### config.mk
export PLATFORM = sky130hd
export DESIGN_NAME = main_control_fsm
export DESIGN_NICKNAME = d
export VERILOG_FILES = /design/src/rtl/mips_ctrl_pkg.sv /design/src/rtl/ctrl_decode.sv /design/src/rtl/main_control_fsm.sv
export SDC_FILE = /design/constraint.sdc
export NUM_CORES = 1
export LEC_CHECK = 0
export BUFFER_PORTS_ARGS = -buffer_cell sky130_fd_sc_hd__buf_2
export CELL_PAD_IN_SITES_DETAIL_PLACEMENT = 0
export CELL_PAD_IN_SITES_GLOBAL_PLACEMENT = 1
export CORE_MARGIN = 3
export CORE_UTILIZATION = 36
export CTS_CLUSTER_SIZE = 28
export DETAILED_ROUTE_END_ITERATION = 6
export GPL_TIMING_DRIVEN = 0
export PLACE_DENSITY_LB_ADDON = 0.1
export SLEW_MARGIN = 10
export SYNTH_ARGS = -nofsm -noshare
export SYNTH_HDL_FRONTEND = slang
export SYNTH_SLANG_ARGS = --single-unit
### constraint.sdc
create_clock -name clk -period 1.88 [get_ports clk]
set_clock_uncertainty 0.05 [all_clocks]
set_input_delay 0.094 -clock clk [delete_from_list [all_inputs] [get_ports clk]]
set_output_delay 0.094 -clock clk [all_outputs]
set_load 0.1 [all_outputs]
### src/rtl/mips_ctrl_pkg.sv
// Shared encodings for the multicycle MIPS main control FSM: state codes, opcodes,
// datapath mux/ALU selects and the decoded control word.
package mips_ctrl_pkg;

    typedef logic [3:0] state_t;

    localparam state_t StFetch  = 4'd0;
    localparam state_t StDecode = 4'd1;
    localparam state_t StMemAdr = 4'd2;
    localparam state_t StMemRd  = 4'd3;
    localparam state_t StMemWb  = 4'd4;
    localparam state_t StMemWr  = 4'd5;
    localparam state_t StExec   = 4'd6;
    localparam state_t StAluWb  = 4'd7;
    localparam state_t StBranch = 4'd8;
    localparam state_t StAddiEx = 4'd9;
    localparam state_t StAddiWb = 4'd10;
    localparam state_t StJump   = 4'd11;

    localparam logic [5:0] RTYPE = 6'b000000;
    localparam logic [5:0] LW    = 6'b100011;
    localparam logic [5:0] SW    = 6'b101011;
    localparam logic [5:0] BEQ   = 6'b000100;
    localparam logic [5:0] ADDI  = 6'b001000;
    localparam logic [5:0] J     = 6'b000010;

    localparam logic [1:0] AluOpAdd   = 2'b00;
    localparam logic [1:0] AluOpSub   = 2'b01;
    localparam logic [1:0] AluOpFunct = 2'b10;

    localparam logic [1:0] SrcBReg   = 2'b00;
    localparam logic [1:0] SrcBFour  = 2'b01;
    localparam logic [1:0] SrcBImm   = 2'b10;
    localparam logic [1:0] SrcBBrOff = 2'b11;

    localparam logic [1:0] PcSrcAlu    = 2'b00;
    localparam logic [1:0] PcSrcAluOut = 2'b01;
    localparam logic [1:0] PcSrcJump   = 2'b10;

    typedef struct packed {
        logic       iord;
        logic       pc_write;
        logic       pc_write_cond;
        logic       ir_write;
        logic       mem_read;
        logic       mem_write;
        logic       mem_to_reg;
        logic       reg_dst;
        logic       reg_write;
        logic       alu_src_a;
        logic [1:0] alu_src_b;
        logic [1:0] alu_op;
        logic [1:0] pc_source;
    } ctrl_t;

    function automatic logic is_legal_op(input logic [5:0] op);
        return (op == RTYPE) || (op == LW) || (op == SW) || (op == BEQ) ||
               (op == ADDI) || (op == J);
    endfunction

endpackage

### src/rtl/ctrl_decode.sv
// Moore output decode of the main control FSM; only FETCH looks at mem_ready, to
// gate IR/PC writes to the cycle the instruction word actually arrives.
module ctrl_decode
    import mips_ctrl_pkg::*;
(
    input  logic [3:0] state,
    input  logic       mem_ready,
    output ctrl_t      ctrl
);

    always_comb begin
        ctrl = '0;
        case (state)
            StFetch: begin
                ctrl.mem_read  = 1'b1;
                ctrl.alu_src_b = SrcBFour;
                ctrl.alu_op    = AluOpAdd;
                ctrl.pc_source = PcSrcAlu;
                ctrl.ir_write  = mem_ready;
                ctrl.pc_write  = mem_ready;
            end
            StDecode: begin
                ctrl.alu_src_b = SrcBBrOff;
                ctrl.alu_op    = AluOpAdd;
            end
            StMemAdr: begin
                ctrl.alu_src_a = 1'b1;
                ctrl.alu_src_b = SrcBImm;
                ctrl.alu_op    = AluOpAdd;
            end
            StMemRd: begin
                ctrl.mem_read = 1'b1;
                ctrl.iord     = 1'b1;
            end
            StMemWb: begin
                ctrl.mem_to_reg = 1'b1;
                ctrl.reg_write  = 1'b1;
            end
            StMemWr: begin
                ctrl.mem_write = 1'b1;
                ctrl.iord      = 1'b1;
            end
            StExec: begin
                ctrl.alu_src_a = 1'b1;
                ctrl.alu_src_b = SrcBReg;
                ctrl.alu_op    = AluOpFunct;
            end
            StAluWb: begin
                ctrl.reg_dst   = 1'b1;
                ctrl.reg_write = 1'b1;
            end
            StBranch: begin
                ctrl.alu_src_a     = 1'b1;
                ctrl.alu_src_b     = SrcBReg;
                ctrl.alu_op        = AluOpSub;
                ctrl.pc_write_cond = 1'b1;
                ctrl.pc_source     = PcSrcAluOut;
            end
            StAddiEx: begin
                ctrl.alu_src_a = 1'b1;
                ctrl.alu_src_b = SrcBImm;
                ctrl.alu_op    = AluOpAdd;
            end
            StAddiWb: begin
                ctrl.reg_write = 1'b1;
            end
            StJump: begin
                ctrl.pc_write  = 1'b1;
                ctrl.pc_source = PcSrcJump;
            end
            default: ctrl = '0;
        endcase
    end

endmodule

### src/rtl/main_control_fsm.sv
// Multicycle MIPS main control: state register, next-state logic and retired-instruction
// counter; control word decoding lives in ctrl_decode.
module main_control_fsm
    import mips_ctrl_pkg::*;
#(
    parameter int unsigned CNTW = 16
) (
    input  logic            clk,
    input  logic            rst,
    input  logic [5:0]      Opcode,
    input  logic            MemReady,
    output logic            IorD,
    output logic            PCWrite,
    output logic            PCWriteCond,
    output logic            IRWrite,
    output logic            MemRead,
    output logic            MemWrite,
    output logic            MemtoReg,
    output logic            RegDst,
    output logic            RegWrite,
    output logic            ALUSrcA,
    output logic [1:0]      ALUSrcB,
    output logic [1:0]      ALUOp,
    output logic [1:0]      PCSource,
    output logic            IllegalOp,
    output logic [3:0]      State,
    output logic [CNTW-1:0] Retired
);

    state_t          state_q, state_d;
    logic [CNTW-1:0] retired_q;
    logic            retire;
    ctrl_t           ctrl;

    always_comb begin
        state_d = state_q;
        case (state_q)
            StFetch:  if (MemReady) state_d = StDecode;
            StDecode: begin
                case (Opcode)
                    LW, SW:  state_d = StMemAdr;
                    RTYPE:   state_d = StExec;
                    BEQ:     state_d = StBranch;
                    ADDI:    state_d = StAddiEx;
                    J:       state_d = StJump;
                    default: state_d = StFetch;
                endcase
            end
            StMemAdr: state_d = (Opcode == LW) ? StMemRd : StMemWr;
            StMemRd:  if (MemReady) state_d = StMemWb;
            StMemWr:  if (MemReady) state_d = StFetch;
            StExec:   state_d = StAluWb;
            StAddiEx: state_d = StAddiWb;
            StMemWb, StAluWb, StBranch, StAddiWb, StJump: state_d = StFetch;
            default:  state_d = StFetch;
        endcase
    end

    // Only a completed instruction counts; the illegal-opcode exit from DECODE does not.
    always_comb begin
        retire = 1'b0;
        if (state_d == StFetch) begin
            case (state_q)
                StMemWb, StMemWr, StAluWb, StBranch, StAddiWb, StJump: retire = 1'b1;
                default: retire = 1'b0;
            endcase
        end
    end

    always_ff @(posedge clk or posedge rst) begin
        if (rst) begin
            state_q   <= StFetch;
            retired_q <= '0;
        end else begin
            state_q <= state_d;
            if (retire) retired_q <= retired_q + 1'b1;
        end
    end

    ctrl_decode u_ctrl_decode (
        .state     (state_q),
        .mem_ready (MemReady),
        .ctrl      (ctrl)
    );

    assign IorD        = ctrl.iord;
    assign PCWrite     = ctrl.pc_write;
    assign PCWriteCond = ctrl.pc_write_cond;
    assign IRWrite     = ctrl.ir_write;
    assign MemRead     = ctrl.mem_read;
    assign MemWrite    = ctrl.mem_write;
    assign MemtoReg    = ctrl.mem_to_reg;
    assign RegDst      = ctrl.reg_dst;
    assign RegWrite    = ctrl.reg_write;
    assign ALUSrcA     = ctrl.alu_src_a;
    assign ALUSrcB     = ctrl.alu_src_b;
    assign ALUOp       = ctrl.alu_op;
    assign PCSource    = ctrl.pc_source;

    assign IllegalOp = (state_q == StDecode) && !is_legal_op(Opcode);
    assign State     = state_q;
    assign Retired   = retired_q;

endmodule

* After elaboration in Yosys (flattened, before gate mapping)
Index checks and enable logic that the tools add are counted.
Cells by class: add/sub/neg operators 1, equal/unequal tests 16, muxes and demuxes 20, reduce and logical (&&, ||, !) cells 17
Operators by type and width (count):
- 4-bit one-hot mux with 5 select lines | 2
- 4-bit one-hot mux with 7 select lines | 1
- 16-bit by 1-bit adder with 16-bit output, second input constant | 1
- 4-bit by 3-bit == test with 1-bit output, second input constant | 4
- 4-bit == test, second input constant | 4
- 6-bit == test, second input constant | 2
- 4-bit two-way mux | 3
- 1-bit two-way mux | 11
- 4-bit by 2-bit == test with 1-bit output, second input constant | 2
- 4-bit logical NOT | 2
- 2-bit OR reduction | 4
- 6-bit by 2-bit == test with 1-bit output, second input constant | 1
- 6-bit by 3-bit == test with 1-bit output, second input constant | 1
- 6-bit by 4-bit == test with 1-bit output, second input constant | 1
- 6-bit logical NOT | 1
- 6-bit OR reduction | 1
- 1-bit logical OR | 5
- 4-bit by 1-bit == test with 1-bit output, second input constant | 1
- 2-bit one-hot mux with 2 select lines | 1
- 4-bit OR reduction | 1
- 3-bit two-way mux | 1
- 3-bit OR reduction | 1
- 1-bit one-hot mux with 2 select lines | 1
- 1-bit logical AND | 1
- 1-bit logical NOT | 1
Word-level totals: bits in registers 20, input port bits 9, output and inout bits 37

* Longest topological paths before layout
Gate-level depths: netlist of the first run.
depth in word-level cells 8, depth in mapped cells 7, mapped depth without buffers 5

* Modules after synthesis
Synthesis of the first run repeated with hierarchy kept, for this count alone.
Unflattened totals: cells, all modules 139, area, all modules 1350.0 µm²
By module, submodules not included:
- main_control_fsm | times used 1, cells an instance 108, area each 1166.1 µm², sequential area each 500.5 µm²
- ctrl_decode | times used 1, cells an instance 31, area each 183.9 µm², sequential area each 0.0 µm²

* Worst setup path after synthesis of the first run
No wires, ideal clock.
path type register to output, start point register state_q[2] (netlist: State[2]), end point output IllegalOp, arrival time 4374 ps, setup slack -2638 ps, cell stages (with the launch flop) 4, path through dfrtp_1 -> buf_2 -> or2_2 -> nor4_1
Between the ends: cells in the longest elaborated chain, start to end 2
RTL lines:
- start: declaration | RTL line main_control_fsm.sv:30 | state_t state_q, state_d;
- start signal: assignment | RTL line main_control_fsm.sv:72 | state_q <= StFetch;
- start signal: assignment | RTL line main_control_fsm.sv:75 | state_q <= state_d;
- 4-bit by 1-bit == test with 1-bit output | RTL line main_control_fsm.sv:100 | assign IllegalOp = (state_q == StDecode) && !is_legal_op(Opcode);
- 1-bit logical AND | RTL line main_control_fsm.sv:100
- end: declaration | RTL line main_control_fsm.sv:25 | output logic IllegalOp,
Every way passes these cells.

* Worst setup path in the final report of the first run
start point register state_q[1] (netlist: State[1]), end point output PCWrite
Between the ends: cells in the longest elaborated chain, start to end 2, elaborated cells between the ends (all ways) 3
RTL lines:
- 4-bit == test / 4-bit logical NOT (equally long branches) | RTL line ctrl_decode.sv:13 | case (state)
- 1-bit one-hot mux with 2 select lines (*) | RTL line ctrl_decode.sv:13
- end: declaration | RTL line main_control_fsm.sv:13 | output logic PCWrite,
Every way passes the cells marked *; elsewhere a longest branch is shown, timed or not.

==> results of run 1 <==
[state kept, by name (all words and copies together), names as in the netlist]
| signal | cells |
|---|---|
| Retired | 16 |
| State | 4 |
[synth_stat cells, types with 2 or more instances]
cell type	count
dfrtp_1	20
nor2_1	16
xnor2_1	11
nor3_1	10
nand2_1	9
nand3_1	8
xor2_1	7
nand4_1	6
nor4_1	6
and3_1	5
inv_1	5
o21ai_0	5
a31oi_1	3
clkbuf_1	3
nand2b_1	3
and4_1	2
buf_2	2
buf_4	2
mux2i_1	2
nor2b_4	2
[per-stage QoR]
step	std cells	utilization [%]	setup WS (ps)	hold WS, ps
after global routing	247	61.3	-96.1	106
after CTS	242	59.2	7.83	100
after global placement	234	55.6	143	198
after floorplan	144	-	-406	7.42
after detailed placement	234	55.6	133	216
final	247	61.3	-30.6	111
[area by class of cell]
class | count | area, um2
inverter | 5 | 22.5
buffer | 8 | 124
tap | 46 | 57.6
multi-input combinational | 111 | 942
fill | 287 | 1310
clock buffer | 4 | 36.3
sequential | 20 | 537
timing repair buffer | 53 | 359
[cells by family after synthesis]
| group | after synthesis | share of synthesized area (%) |
|---|---|---|
| and+or+nand+nor | 71 | 30.3 |
| DFF | 20 | 38.7 |
| AOI/OAI and AO/OA | 18 | 10.3 |
| xor gates and xnor gates | 18 | 12.2 |
| buffers and inverters | 13 | 5.13 |
| muxes | 3 | 2.42 |
| adders and majority gates | 1 | 0.968 |
[worst register-to-register path: stages, from the launching register on]
cell and delay (ps):
dfrtp_4 500, buf_12 150, nor2b_4 160, o21ai_4 180, and3_1 190, buf_4 140
nand4_1 110, xnor2_1 160
[where the power goes]
group          total [uW]  leakage [uW]  switching [uW]  internal [uW]
Combinational        1330      0.000639             984            342
Sequential            560      0.000247            64.6            495
Clock                 246     0.0000210             128            118
[per-layer routing]
layer / track usage, % / vias up / routed length (um)
met4: 1.55 / 0 / 0
met5: 0 / - / 0
met3: 4.59 / 0 / 186
met1: 24.2 / 616 / 1650
li1: - / 633 / -
met2: 24.2 / 31 / 1570
[path summary, 6_finish.rpt]
check	from	to	slack, ps	cells after the start
worst min register to register	Retired[15]	Retired[15]	420	1
min in group asynchronous	rst	Retired[3]	390	3
worst min-delay path	Opcode[4]	State[3]	110	4
worst max register to register	State[1]	Retired[14]	130	7
worst max-delay path	State[1]	PCWrite	-30	5
max in group asynchronous	rst	State[3]	840	3
[what timing repair did]
| action | in CTS | in global routing |
|---|---|---|
| hold endpoints to repair | 20 | 0 |
| pin swaps | 0 | 1 |
| hold buffers | 1 | 0 |
| resized for setup | 19 | 10 |
| setup buffers | 3 | 5 |
| endpoints found under the setup margin | 16 | 10 |
| gates cloned | 0 | 0 |
==> results.toml, run 1 <==
[grt]
grt_pass1_vias = 1147
overflow = 0
grt.total_usage_pct = 16.3
grt_max_degree = 21
grt_pass1_wl_um = 5490
grt_antenna_before_repair = 0

[critical_path]
slowest_stage = "dfrtp_4"
arrival_ps = 1770
critPathLaunchType = "flop"
worstPathRequired_ps = 1740
crit_family = "flip-flops"
crit_path_end_kind = "primary output"
crit_buf_inv = 2
slowest_delay_ps = 500
cp_max_fo = 10
worstPathCellList = "buf_12, nor4_1, a31oi_1, nor2_4, buf_8"
crit_type = "reg -> out"

[clock_tree]
htree_levels = 1
clk_latency_ps = 300
cts_buffer_depth = 2
cts_inserted_buffers = 3
cts_sinks = 20
clkTransAtPathRegs_ps = 110
cts-root-buf = "clkbuf_4"
cts_tree = "done"

[drt]
ant_nets = 0
drt-wirelength-per-cell_um = 13.8
first_pass_iters = 4
vias_per_cell = 5.18
drc = 0
routed_wl_um = 3410
drt-initial-drc-count = 40
num_vias = 1280

[timing]
hold_viol_final = 0
fmax_mhz = 523
drv_slew = 0
rsz0062_at_grt = "yes"
max_slew_margin_pct = 50.9
fin_crit_ps = 1910
finalSetupViolCount = 1
tns_ps = -30.6
finalCritPeriodShare_pct = 102
worst_slack_ps = -30.6
worst_pin_slew_ps = 736

[power]
total_power_uw = 2130
ir_drop_mv = 0.488
powerDensity_mw_per_mm2 = 1030
power_leakage_uw = 0.000907

[floorplan]
start_util_pct = 38.1
coreArea_mm2 = 0.00339
pin_count = 46
dieArea_mm2 = 0.00435
die_height_um = 65.9
die_w_um = 65.9
rows = 21

[cells_and_area]
antenna_cells = 0
final_area_mm2 = 0.00208
area_growth_pct = 60.8
layout_commonest_cell = "buf_2"
drive_gt1_share_pct = 55.2
nets = 212
final_cell_mix = "buf_2, buf_4, xnor2_1"

[logic_synthesis]
synth_cells = 144
yosysTopAreaCell = "dfrtp_1"
synth_area_mm2 = 0.00129
syn-mean-instance-area_um2 = 8.98
synth_edf_count = 0
async_flop_share_pct = 100
synth_seq_cells = 20
synth-main-ff-cell = "dfrtp_1"
syn-num-nets = 154
yosysUniqueCellTypes = 37
yosys-top-cells-area = "dfrtp_1, xnor2_1, xor2_1"
yosys.area.top_type_share_pct = 38.7
yosysSeqAreaShare_pct = 38.7
yosys_warnings = 0

[flow_run]
max_cap_violations = 0

[run_status]
violations = "negative setup slack"
status = "complete, but fails checks"

[hold_path]
hp-class = "in -> reg"

[placement]
hpwlAfterDp_um = 2530
port_buffers = 44
place_area_mm2 = 0.00189
gp_congestion = 0.801
Power figures use the tool's default switching activity.
==> inputs of run 2 (changes only) <==
--- a/config.mk
+++ b/config.mk
@@ -9,7 +9,7 @@
 export CELL_PAD_IN_SITES_DETAIL_PLACEMENT = 0
 export CELL_PAD_IN_SITES_GLOBAL_PLACEMENT = 1
 export CORE_MARGIN = 3
-export CORE_UTILIZATION = 36
+export CORE_UTILIZATION = 37
 export CTS_CLUSTER_SIZE = 28
 export DETAILED_ROUTE_END_ITERATION = 6
 export GPL_TIMING_DRIVEN = 0
@@ -17,4 +17,5 @@
 export SLEW_MARGIN = 10
 export SYNTH_ARGS = -nofsm -noshare
 export SYNTH_HDL_FRONTEND = slang
+export SYNTH_HIERARCHICAL = 1
 export SYNTH_SLANG_ARGS = --single-unit
==> run 2 against run 1 <==
  * The flow still finishes with violations (negative setup slack)
  * Critical path depth down 1
  * Final cell count grew 4.9%
  * Via count up 5.3%
  * Sequential cell count unchanged
  * Core utilization rose by 12 points
  * Global-route usage barely moved
  * Area after synthesis increased by 4.5%
  * Non-clock buffer count grew 20
  * Critical path type unchanged
  * Register-to-register slack lost 230 ps
==> results.toml, run 2 <==
[clock_tree]
cts_buffer_depth = 2
cts_sinks = 20
cts_tree = "done"
clk_latency_ps = 300
clkTransAtPathRegs_ps = 100
htree_levels = 1
cts_inserted_buffers = 3
cts-root-buf = "clkbuf_4"

[cells_and_area]
largest_reg_flops = 16
fin_cells = 259
nets = 224
multi_input_area_mm2 = 0.00106
final-seq-area_um2 = 526
antenna_cells = 0
layout_commonest_cell = "buf_2"
area_growth_pct = 85.7
final_cell_mix = "buf_2, buf_4, buf_12"
num-fill-cells = 238
drive_gt1_share_pct = 67.1

[placement]
gp_congestion = 0.817
port_buffers = 44
hpwlAfterDp_um = 2380
dp.cells = 229

[timing]
worst_pin_slew_ps = 724
finalSetupViolCount = 21
holdWs_ps = 96.4
fin_crit_ps = 2030
fmax_mhz = 494
drv_slew = 0
worst_slack_ps = -145
rsz0062_at_grt = "yes"
hold_viol_final = 0
max_slew_margin_pct = 51.7
finalCritPeriodShare_pct = 108

[drt]
drc = 0
drt-initial-drc-count = 47
first_pass_iters = 4
routed_wl_um = 3760
vias_per_cell = 5.20
drt-wirelength-per-cell_um = 14.5
num_vias = 1348
ant_nets = 0

[critical_path]
cp_max_fo = 5
crit_type = "reg -> out"
worstPathCellList = "buf_4, or4b_4, a21oi_4, buf_12"
slowest_delay_ps = 550
worstPathRequired_ps = 1740
critPathLaunchType = "flop"
crit_path_end_kind = "primary output"
slowest_stage = "or4b_4"
arrival_ps = 1880

[power]
ir_drop_mv = 1.31
powerDensity_mw_per_mm2 = 1420
power_leakage_uw = 0.00105
switching_share_pct = 55.5
clock_power_share_pct = 5.9
combPwrFrac_pct = 77.2
p_sw_uw = 1970
seq_power_share_pct = 16.9
internal_power_uw = 1580

[logic_synthesis]
synth-main-ff-cell = "dfrtp_1"
synth_seq_cells = 20
yosysUniqueCellTypes = 42
yosys_warnings = 6
synth_area_mm2 = 0.00135
yosys-top-cells-area = "dfrtp_1, xnor2_1, nand3_2"
syn-num-nets = 149
yosysSeqAreaShare_pct = 37.1
syn-mean-instance-area_um2 = 9.71
yosys.area.top_type_share_pct = 37.1
synth_edf_count = 0
async_flop_share_pct = 100
yosysTopAreaCell = "dfrtp_1"
ys_top_cells_by_count = "dfrtp_1, xnor2_1, nor2_1"
yosysMostFrequentCell = "dfrtp_1"
synth_cells = 139

[grt]
grt_max_degree = 21
grt_pass1_wl_um = 5610
grt.total_usage_pct = 16.3
grt_antenna_before_repair = 0
grt_pass1_vias = 1197
overflow = 0

[floorplan]
pin_count = 46
start_util_pct = 39.5
rows = 21
dieArea_mm2 = 0.00441
coreArea_mm2 = 0.00342
die_w_um = 66.4
die_height_um = 66.4

[hold_path]
hp-class = "in -> reg"

[run_status]
status = "complete, but fails checks"
violations = "negative setup slack"

[flow_run]
max_cap_violations = 0
run 2: changes by cell type in the layout (fill, tap and decap cells not counted), moves of 4 or more:
cell	before	now
buf_12	1	17
nand2_1	8	1
nand3_1	8	1
nand3_2	0	7
nor2_1	10	4
xor2_1	7	2
buf_4	18	22
buf_6	6	2
run 2: per-stage QoR:
stage	setup slack, ps	total power [uW]	util (%)	setup TNS, ps	cell area, um2
6_report	-145	3560	73.4	-1180	2510
5_1_grt	-227	3700	73.4	-3750	2510
4_1_cts	-110	3170	63.0	-1310	2150
3_5_place_dp	-361	2710	56.6	-4550	1930
3_3_place_gp	-354	2690	56.6	-4310	1930
2_1_floorplan	-457	2450	-	-6110	1660
run 2: final cells by class:
class | count | area share [%]
buffer | 11 | 6.09
sequential | 20 | 21.0
clock buffer | 4 | 1.05
multi-input combinational | 106 | 42.4
tap | 46 | 2.30
inverter | 2 | 0.449
timing repair buffer | 70 | 26.7
run 2: metal layers:
metal | share of wire (%) | vias up | GRT usage, %
met1 | 46 | 655 | 21.8
met5 | 0 | - | 0
met2 | 50 | 35 | 27.8
li1 | - | 656 | -
met4 | 0.35 | 0 | 4.57
met3 | 3.3 | 2 | 1.53
run 2: power by group through the flow:
| stage | logic, uW | registers, uW | clock network (uW) |
|---|---|---|---|
| 5_1_grt | 2850 | 615 | 234 |
| 6_report | 2750 | 601 | 209 |
| 2_1_floorplan | 1410 | 1040 | 0 |
| 3_5_place_dp | 2080 | 627 | 0 |
| 3_3_place_gp | 2070 | 620 | 0 |
| 4_1_cts | 2350 | 601 | 215 |
run 2: kinds of logic (layout without fill, tap and decap cells):
kind of cell | Yosys count | after routing | share of synthesized area [%]
and+or+nand+nor | 66 | 66 | 32.0
DFF | 20 | 20 | 37.1
AOI/OAI and AO/OA | 19 | 19 | 10.8
xor gates and xnor gates | 19 | 19 | 12.9
buffers and inverters | 13 | 87 | 5.56
adders and majority gates | 1 | 1 | 0.927
muxes | 1 | 1 | 0.834
run 2: worst max-delay path, delay by kind of cell (launching register included):
| kind | cells | cell delay (ps) |
|---|---|---|
| compound gates | 1 | 160 |
| buf+inv | 2 | 360 |
| flops | 1 | 520 |
| simple gates | 1 | 550 |
run 2: path summary, 6_finish.rpt:
check	startpoint	endpoint	slack [ps]	cells after the start
max in group asynchronous	rst	State[1]	850	3
hold reg to reg	Retired[15]	Retired[15]	430	1
hold / removal	Opcode[4]	State[3]	100	4
setup reg to reg	State[0]	Retired[9]	-100	7
setup / recovery	State[1]	PCWrite	-150	4
min in group asynchronous	rst	Retired[14]	390	3
run 2: what timing repair did:
action,in CTS,in global routing
endpoints found under the hold margin,20,0
resized for setup,31,43
buffers inserted,11,12
pin swaps,4,11
gates cloned,0,2
endpoints found under the setup margin,32,26
hold buffers,1,0
==> inputs of run 3 (changes only) <==
--- a/config.mk
+++ b/config.mk
@@ -12,7 +12,6 @@
 export CORE_UTILIZATION = 37
 export CTS_CLUSTER_SIZE = 28
 export DETAILED_ROUTE_END_ITERATION = 6
-export GPL_TIMING_DRIVEN = 0
 export PLACE_DENSITY_LB_ADDON = 0.1
 export SLEW_MARGIN = 10
 export SYNTH_ARGS = -nofsm -noshare
==> run 3 against run 2 <==
  * The run still ends with negative setup slack left
  * Register-to-register slack lost 40 ps
  * Clock power rose by 18%
  * Critical endpoint is now Retired[8]
  * Die area unchanged
  * Critical path depth is 4 higher
  * Wire length increased by 0.11%
  * Core utilization grew 0.84 points
  * Final area increased by 1.1%
  * Global-route usage shrank 0.72 points
  * Total power grew 0.48%
==> results.toml, run 3 (synthesized netlist as in run 2, its figures left out) <==
[timing]
rsz0062_at_grt = "yes"
holdWs_ps = 163
drv_slew = 0
tns_ps = -1920
hold_viol_final = 0
worst_slack_ps = -135
finalCritPeriodShare_pct = 107
max_slew_margin_pct = 50.1
fin_crit_ps = 2020
finalSetupViolCount = 20
worst_pin_slew_ps = 748
fmax_mhz = 496

[run_status]
violations = "negative setup slack"
status = "complete, but fails checks"

[placement]
hpwlAfterDp_um = 2450
dp.cells = 230
port_buffers = 45
gp_congestion = 0.796
pre_cts_ws_ps = -9.49

[drt]
routed_wl_um = 3770
num_vias = 1358
first_pass_iters = 5
drc = 0
vias_per_cell = 5.24
drt-wirelength-per-cell_um = 14.5
drt-initial-drc-count = 43
ant_nets = 0

[critical_path]
critPathLaunchType = "flop"
crit_type = "reg -> reg"
cp_max_fo = 7
worstPathCellList = "buf_6, nor4b_2, and3_4, a2111oi_4, buf_4, clkbuf_16, nand4_4, xnor2_2"
slowest_stage = "dfrtp_4"
crit_family = "flip-flops"
r2r_cells = 8
worstPathRequired_ps = 2030
r2r_end = "Retired[8]"
slowest_delay_ps = 500
crit_path_end_kind = "flop"
crit_buf_inv = 3
reg2reg_slack_ps = -140
arrival_ps = 2160
r2r-start = "State[0]"

[floorplan]
coreArea_mm2 = 0.00342
die_height_um = 66.4
start_util_pct = 39.5
dieArea_mm2 = 0.00441
rows = 21
pin_count = 46
die_w_um = 66.4

[power]
power_leakage_uw = 0.00107
ir_drop_mv = 1.65
powerDensity_mw_per_mm2 = 1410

[cells_and_area]
num-fill-cells = 227
largest_reg_flops = 16
final_cell_mix = "buf_2, buf_4, buf_12"
layout_commonest_cell = "buf_2"
antenna_cells = 0
area_growth_pct = 87.9
fin_cells = 259
drive_gt1_share_pct = 66.7
nets = 224

[clock_tree]
cts_inserted_buffers = 3
cts_tree = "done"
clk_latency_ps = 300
cts_sinks = 20
cts-root-buf = "clkbuf_4"
clkTransAtPathRegs_ps = 110
cts_buffer_depth = 2
htree_levels = 1

[grt]
grt_pass1_wl_um = 5400
grtUsageMet1_pct = 20.3
gr-usage-met2_pct = 26.4
overflow = 0
grt_busiest_layer = "met2"
grt_antenna_before_repair = 0
grt_max_degree = 21
grt_pass1_vias = 1175
grt.total_usage_pct = 15.6
use_met3_pct = 2.55

[hold_path]
min-delay-start = "Opcode[3]"
hold_end = "State[1]"
hold_depth = 3
hp-class = "in -> reg"

[flow_run]
max_cap_violations = 0
-- run 3: cell type report --
| class | count | area, um2 | share of cell area, % |
|---|---|---|---|
| multi-input combinational | 106 | 1060 | 41.8 |
| timing repair buffer | 81 | 850 | 33.5 |
| sequential | 20 | 526 | 20.7 |
| tap | 46 | 57.6 | 2.27 |
| clock buffer | 4 | 36.3 | 1.43 |
| inverter | 2 | 7.51 | 0.296 |
-- run 3: worst min-delay path: cells and delay by family --
kind	cells	cell delay, ps
AOI/OAI and AO/OA	2	230
buffers and inverters	1	160
-- run 3: worst max path at each step --
stage | startpoint | endpoint | slack [ps] | depth (start not counted)
6_report | State[0] | Retired[8] | -140 | 8
5_1_grt | State[0] | Retired[5] | -220 | 9
4_1_cts | State[0] | PCWrite | -110 | 4
3_5_place_dp | State[1] | Retired[1] | -9 | 5
3_3_place_gp | State[0] | Retired[1] | 40 | 5
2_1_floorplan | State[2] | PCWriteCond | -460 | 4
-- run 3: repair_timing --
item,4_1_cts,5_1_grt
gates cloned,0,2
hold buffers,1,0
pin swaps,4,15
gates resized for setup,10,18
endpoints found under the setup margin,16,24
hold endpoints to repair,20,0
buffers inserted,4,19
-- run 3: report_power, final --
part / internal [uW] / switching, uW
Combinational: 971 / 1770
Clock: 118 / 129
Sequential: 504 / 77.7
-- run 3: layer usage --
layer	vias up	wire, um	part of all wire (%)
met1	645	1560	41
met4	0	21	0.56
met5	-	0	0
met2	47	1960	52
met3	6	226	6.0
li1	660	-	-
-- run 3: per-stage QoR --
stage	utilization, %	area [um2]	power, uW
final	74.2	2540	3570
after global routing	74.2	2540	3710
after CTS	65.9	2250	3300
after detailed placement	62.3	2130	2990
after global placement	62.3	2130	2950
after floorplan	-	1660	2450
